File: src/rtl/pipe_pkg.sv
// Shared types and ROB-age helpers for the elastic pipeline stages.
package pipe_pkg;

    localparam int PIPE_DATA_W   = 140;
    localparam int PIPE_ROB_ID_W = 7;

    typedef logic [PIPE_ROB_ID_W-1:0] rob_id_t;

    // Encoding doubles as the held-entry count driven on occupancy.
    typedef enum logic [1:0] {
        ST_EMPTY = 2'd0,
        ST_ONE   = 2'd1,
        ST_TWO   = 2'd2
    } stage_state_e;

    function automatic rob_id_t rob_age(input rob_id_t id, input rob_id_t head);
        return id - head;
    endfunction

    function automatic logic rob_younger(input rob_id_t a, input rob_id_t b, input rob_id_t head);
        return rob_age(a, head) > rob_age(b, head);
    endfunction

endpackage

File: src/rtl/rob_age_cmp.sv
// Decides whether one ROB id is strictly younger than the kill point, ages taken from rob_head.
module rob_age_cmp #(
    parameter int W = 7
) (
    input  logic [W-1:0] entry_id,
    input  logic [W-1:0] kill_id,
    input  logic [W-1:0] head,
    input  logic         kill_valid,
    output logic         dies
);
    logic [W-1:0] entry_age;
    logic [W-1:0] kill_age;

    // Modulo-2^W subtraction makes the age wrap with the ROB.
    assign entry_age = entry_id - head;
    assign kill_age  = kill_id - head;
    assign dies      = kill_valid & (entry_age > kill_age);
endmodule

File: src/rtl/pipe_skid_stage.sv
// Elastic pipeline register with flush and ROB-age kill.
// PIPE_SKID_STAGE_SKID_EN selects the two-entry skid buffer; otherwise a single main entry.
module pipe_skid_stage
    import pipe_pkg::*;
#(
    parameter int DATA_W   = PIPE_DATA_W,
    parameter int ROB_ID_W = PIPE_ROB_ID_W
) (
    input  logic                clk,
    input  logic                reset,
    input  logic                in_valid,
    output logic                in_ready,
    input  logic [DATA_W-1:0]   in_data,
    input  logic [ROB_ID_W-1:0] in_rob_id,
    output logic                out_valid,
    input  logic                out_ready,
    output logic [DATA_W-1:0]   out_data,
    output logic [ROB_ID_W-1:0] out_rob_id,
    input  logic                flush,
    input  logic                kill_valid,
    input  logic [ROB_ID_W-1:0] kill_rob_id,
    input  logic [ROB_ID_W-1:0] rob_head,
    output logic [1:0]          occupancy
);
    // Handshake: a beat moves on a port only in a cycle where both valid and ready are high.
    stage_state_e        state_q, state_d, post_state;
    logic [ROB_ID_W-1:0] main_rob_q, main_rob_d;
    logic [DATA_W-1:0]   main_data_q, main_data_d;
    logic                main_die, in_die, post_main_die;
    logic                in_fire, out_fire;

    assign out_valid  = (state_q != ST_EMPTY);
    assign out_data   = main_data_q;
    assign out_rob_id = main_rob_q;
    assign occupancy  = state_q;
    assign out_fire   = out_valid & out_ready;
    assign in_fire    = in_valid & in_ready;

    rob_age_cmp #(.W(ROB_ID_W)) u_cmp_main (
        .entry_id(main_rob_q), .kill_id(kill_rob_id), .head(rob_head),
        .kill_valid(kill_valid), .dies(main_die)
    );
    rob_age_cmp #(.W(ROB_ID_W)) u_cmp_in (
        .entry_id(in_rob_id), .kill_id(kill_rob_id), .head(rob_head),
        .kill_valid(kill_valid), .dies(in_die)
    );

`ifdef PIPE_SKID_STAGE_SKID_EN
    logic [ROB_ID_W-1:0] skid_rob_q, skid_rob_d;
    logic [DATA_W-1:0]   skid_data_q, skid_data_d;
    logic                skid_die, post_skid_die;
    logic                in_ready_q, in_ready_d;

    assign in_ready = in_ready_q;

    rob_age_cmp #(.W(ROB_ID_W)) u_cmp_skid (
        .entry_id(skid_rob_q), .kill_id(kill_rob_id), .head(rob_head),
        .kill_valid(kill_valid), .dies(skid_die)
    );

    always_comb begin
        post_state    = state_q;
        main_rob_d    = main_rob_q;
        main_data_d   = main_data_q;
        skid_rob_d    = skid_rob_q;
        skid_data_d   = skid_data_q;
        post_main_die = main_die;
        post_skid_die = skid_die;
        unique case (state_q)
            ST_EMPTY: if (in_fire) begin
                post_state    = ST_ONE;
                main_rob_d    = in_rob_id;
                main_data_d   = in_data;
                post_main_die = in_die;
            end
            ST_ONE: if (in_fire && out_fire) begin
                main_rob_d    = in_rob_id;
                main_data_d   = in_data;
                post_main_die = in_die;
            end else if (in_fire) begin
                post_state    = ST_TWO;
                skid_rob_d    = in_rob_id;
                skid_data_d   = in_data;
                post_skid_die = in_die;
            end else if (out_fire) begin
                post_state    = ST_EMPTY;
            end
            ST_TWO: if (out_fire) begin
                post_state    = ST_ONE;
                main_rob_d    = skid_rob_q;
                main_data_d   = skid_data_q;
                post_main_die = skid_die;
            end
            default: post_state = ST_EMPTY;
        endcase

        // Skid is always younger than main, so a dead main takes the skid with it.
        state_d = post_state;
        if (flush)
            state_d = ST_EMPTY;
        else if (post_state != ST_EMPTY && post_main_die)
            state_d = ST_EMPTY;
        else if (post_state == ST_TWO && post_skid_die)
            state_d = ST_ONE;
        in_ready_d = (state_d != ST_TWO);
    end

    always_ff @(posedge clk) begin
        if (reset) begin
            state_q     <= ST_EMPTY;
            in_ready_q  <= 1'b1;
            main_rob_q  <= '0;
            main_data_q <= '0;
            skid_rob_q  <= '0;
            skid_data_q <= '0;
        end else begin
            state_q     <= state_d;
            in_ready_q  <= in_ready_d;
            main_rob_q  <= main_rob_d;
            main_data_q <= main_data_d;
            skid_rob_q  <= skid_rob_d;
            skid_data_q <= skid_data_d;
        end
    end
`else
    assign in_ready = out_ready | ~out_valid;

    always_comb begin
        post_state    = state_q;
        main_rob_d    = main_rob_q;
        main_data_d   = main_data_q;
        post_main_die = main_die;
        if (in_fire) begin
            post_state    = ST_ONE;
            main_rob_d    = in_rob_id;
            main_data_d   = in_data;
            post_main_die = in_die;
        end else if (out_fire) begin
            post_state    = ST_EMPTY;
        end

        state_d = post_state;
        if (flush || (post_state != ST_EMPTY && post_main_die))
            state_d = ST_EMPTY;
    end

    always_ff @(posedge clk) begin
        if (reset) begin
            state_q     <= ST_EMPTY;
            main_rob_q  <= '0;
            main_data_q <= '0;
        end else begin
            state_q     <= state_d;
            main_rob_q  <= main_rob_d;
            main_data_q <= main_data_d;
        end
    end
`endif

endmodule

File: config.mk
export PLATFORM = sky130hd
export DESIGN_NAME = pipe_skid_stage
export DESIGN_NICKNAME = d
export VERILOG_FILES = /design/src/rtl/pipe_pkg.sv /design/src/rtl/rob_age_cmp.sv /design/src/rtl/pipe_skid_stage.sv
export SDC_FILE = /design/constraint.sdc
export NUM_CORES = 1
export LEC_CHECK = 0
export ABC_AREA = 1
export CAP_MARGIN = 20
export CORE_ASPECT_RATIO = 0.75
export CORE_MARGIN = 10
export CORE_UTILIZATION = 40
export DETAILED_ROUTE_END_ITERATION = 8
export PLACE_DENSITY = 0.8
export SYNTH_ARGS = -nofsm -noshare
export SYNTH_HDL_FRONTEND = slang
export SYNTH_SLANG_ARGS = --single-unit
File: constraint.sdc
create_clock -name clk -period 3.7 [get_ports clk]
set_clock_uncertainty 0.15 [all_clocks]
set_input_delay 0.74 -clock clk [delete_from_list [all_inputs] [get_ports clk]]
set_output_delay 0.74 -clock clk [all_outputs]
set_load 0.01 [all_outputs]
==> out/results.ini <==
[power_and_ir_drop]
powerDensity_nw_per_um2=432
p_total_mw=4.39
p_leak_nw=4.12
vdd_drop_max_mv=0.320

[drt]
vias=6429
first_pass_iters=4
drt_iter0_markers=495
routed_wl_um=23100
via_per_inst=4.77
wire_per_inst_um=17.2
drc=0
antenna_left=0

[global_route]
track_usage=0.207
antenna_found_initial=0
grt_max_degree=150
overflow=0
grt_pass1_wl_um=34700
grt_pass1_vias=6395

[final_layout]
seqCellArea_um2=2980
area_delta_synth_final_pct=60.5
final_area_um2=10200
fillers=1313
antennaDiodeCount=0
multi_input_area_um2=2950
final_util=0.661
nNetsFinal=1328
drive_gt1_frac=0.0490

[setup_path]
worst_setup_path_start_kind=primary input
cp-startpoint=rob_head[0]
crit_fanout=3
slowest_stage=clkdlybuf4s50_1
rr_worst_depth=20
worstSetupEndpointType=flop
rrSetupSlack_ns=0.84
r2r_start=out_rob_id[0]
required_ns=3.89
cp-endpoint=occupancy[0]
crit_top_cell=nand2_1
max_stage_delay_ns=0.53
path_class=primary input to flop
path_cells=clkdlybuf4s50_1 -> ha_1 -> inv_1 -> fa_1 -> nand3_1 -> nand2_1 -> nand2_1 -> nand2_1 -> a21oi_1 -> xor2_1 -> ha_1 -> nand3_1 -> nor2_1 -> nand3_1 -> nand3b_1 -> nand2_1 -> nand2_1 -> nand3_1 -> nand2_1 -> nor2_1
crit_arrival_ns=3.58
rr_endpoint=occupancy[0]

[timing]
fmax_mhz=295
finalCriticalPeriod_ns=3.39
tightest_slew_ns=0.825
setup_violations=0
finalHoldViolations=0
period_share=0.916
rsz0062_at_grt=no
relSlewSlack=0.450
drv_slew=0

[clocking]
cts_setup_buffers=0
htree_levels=4
cts_tree=yes
hold_buffers=0
cts_buffers=17
path_clk_slew_ns=0.06
clock_path_buffers=2
clock_sinks=149
clock-root-buffer=clkbuf_16
cts_resized=0
clk_latency_ns=0.41

[logic_synthesis]
synth-edff-count=0
synth_flop_cell=dfxtp_1
ys.warnings.count=0
ys_types=34
synth_top_cells_by_count=343 x nand2_1, 160 x a21oi_1, 149 x dfxtp_1
synth_largest_area_cell=dfxtp_1
synth_fp_nets=1033
async_flop_share=0
synth_top_area_frac=0.471
yosysMostFrequentCell=nand2_1
netlist_area_um2=6330
synthTopCellsByArea=dfxtp_1 47%, nand2_1 20%, a21oi_1 13%, ha_1 5.5%, inv_1 1.9%
syn_inst=835
yosysSeqAreaShare=0.471
avgSynthCellArea_um2=7.58
ys_seq_elements=149

[floorplanning]
die_h_um=129
num_rows=39
core_region_area_um2=15400
start_util=0.412
die_x_um=165
fp.dieArea_um2=21300
pin_count=318

[place]
place_hpwl_um=17300
globalplace.congestion=0.903
place.port_buffers=317
dpl_cell_area_um2=9580

[hold_path]
min_from=out_data[1]
hp-class=flop to flop
hold_path_depth=2

[flow_run]
max_cap_viol_count=0

[outcome]
status=finished, final reports clean

==> per-layer routing <==
metal / GRT usage / vias to the layer above / share of wire
met3: 0.105 / 15 / 0.12
met1: 0.227 / 2909 / 0.39
met4: 0.0567 / 0 / 0.0089
li1: - / 3273 / -
met2: 0.347 / 232 / 0.48
met5: 0 / - / 0
==> logic make-up after synthesis <==
logic type | after synthesis | share of synthesized area
AND/OR/NAND/NOR | 392 | 0.247
AO/OA/AOI/OAI | 169 | 0.137
flip-flops | 149 | 0.471
buffers and inverters | 82 | 0.0633
adder cells (fa/ha/maj) | 31 | 0.0648
XOR/XNOR | 12 | 0.0166
==> metrics by stage <==
step | TNS (ns) | hold slack (ns) | instances | setup slack [ns]
final | 0 | 0.313 | 1348 | 0.311
after global routing | 0 | 0.324 | 1348 | 0.0362
after CTS | 0 | 0.314 | 1348 | 0.365
after detailed placement | -0.119 | 0.304 | 1316 | -0.0643
after global placement | 0 | 0.300 | 1316 | 0.0276
after floorplan | 0 | 0.337 | 835 | 0.685
==> worst min path at each step <==
stage                     to  slack (ns)
5_1_grt         out_data[97]        0.32
3_5_place_dp   out_data[120]        0.30
6_report         out_data[1]        0.31
2_1_floorplan  out_data[139]        0.34
3_3_place_gp   out_data[102]        0.30
4_1_cts        out_data[120]        0.31
==> power by group <==
group,internal [mW],switching [mW]
combinational,0.491,0.451
clock,1.00,0.694
sequential,1.70,0.0496
==> sequential cells by signal (all words and copies together) (netlist names) <==
| name | flops |
|---|---|
| out_rob_id | 7 |
| occupancy | 2 |
| out_data | 140 |
==> cells in the final DEF, fill, tap and decap left out, types with 2 or more instances in the layout <==
cell type / Yosys / routed
a21oi_1: 160 / 160
a21oi_2: 2 / 2
buf_12: 0 / 3
buf_4: 11 / 5
bufinv_16: 0 / 2
clkbuf_1: 19 / 2
clkbuf_16: 0 / 17
clkdlybuf4s50_1: 0 / 316
clkinv_2: 0 / 2
clkinv_4: 0 / 3
clkinvlp_4: 0 / 2
dfxtp_1: 149 / 149
fa_1: 3 / 3
ha_1: 28 / 28
inv_1: 32 / 32
inv_6: 0 / 4
nand2_1: 343 / 343
nand2_2: 9 / 8
nand2_4: 1 / 2
nand3_1: 17 / 17
nand3b_1: 3 / 3
nand4_1: 3 / 3
nor2_1: 10 / 10
nor2_2: 2 / 2
o21ai_0: 2 / 2
xnor2_1: 4 / 4
xor2_1: 8 / 8
==> final cells by class <==
type,instances,share of cell area
Multi-Input combinational cell,604,0.290
Sequential cell,149,0.294
Tap cell,205,0.0252
Clock inverter,13,0.0144
Inverter,34,0.0128
Timing Repair Buffer,324,0.321
Clock buffer,19,0.0426
==> critical path, delay by kind of cell <==
| kind | cells | cell delay (ns) |
|---|---|---|
| AND/OR/NAND/NOR | 13 | 1.12 |
| adder cells (fa/ha/maj) | 3 | 0.87 |
| buffers and inverters | 2 | 0.61 |
| AO/OA/AOI/OAI | 1 | 0.15 |
| XOR/XNOR | 1 | 0.09 |
Power figures use the tool's default switching activity.
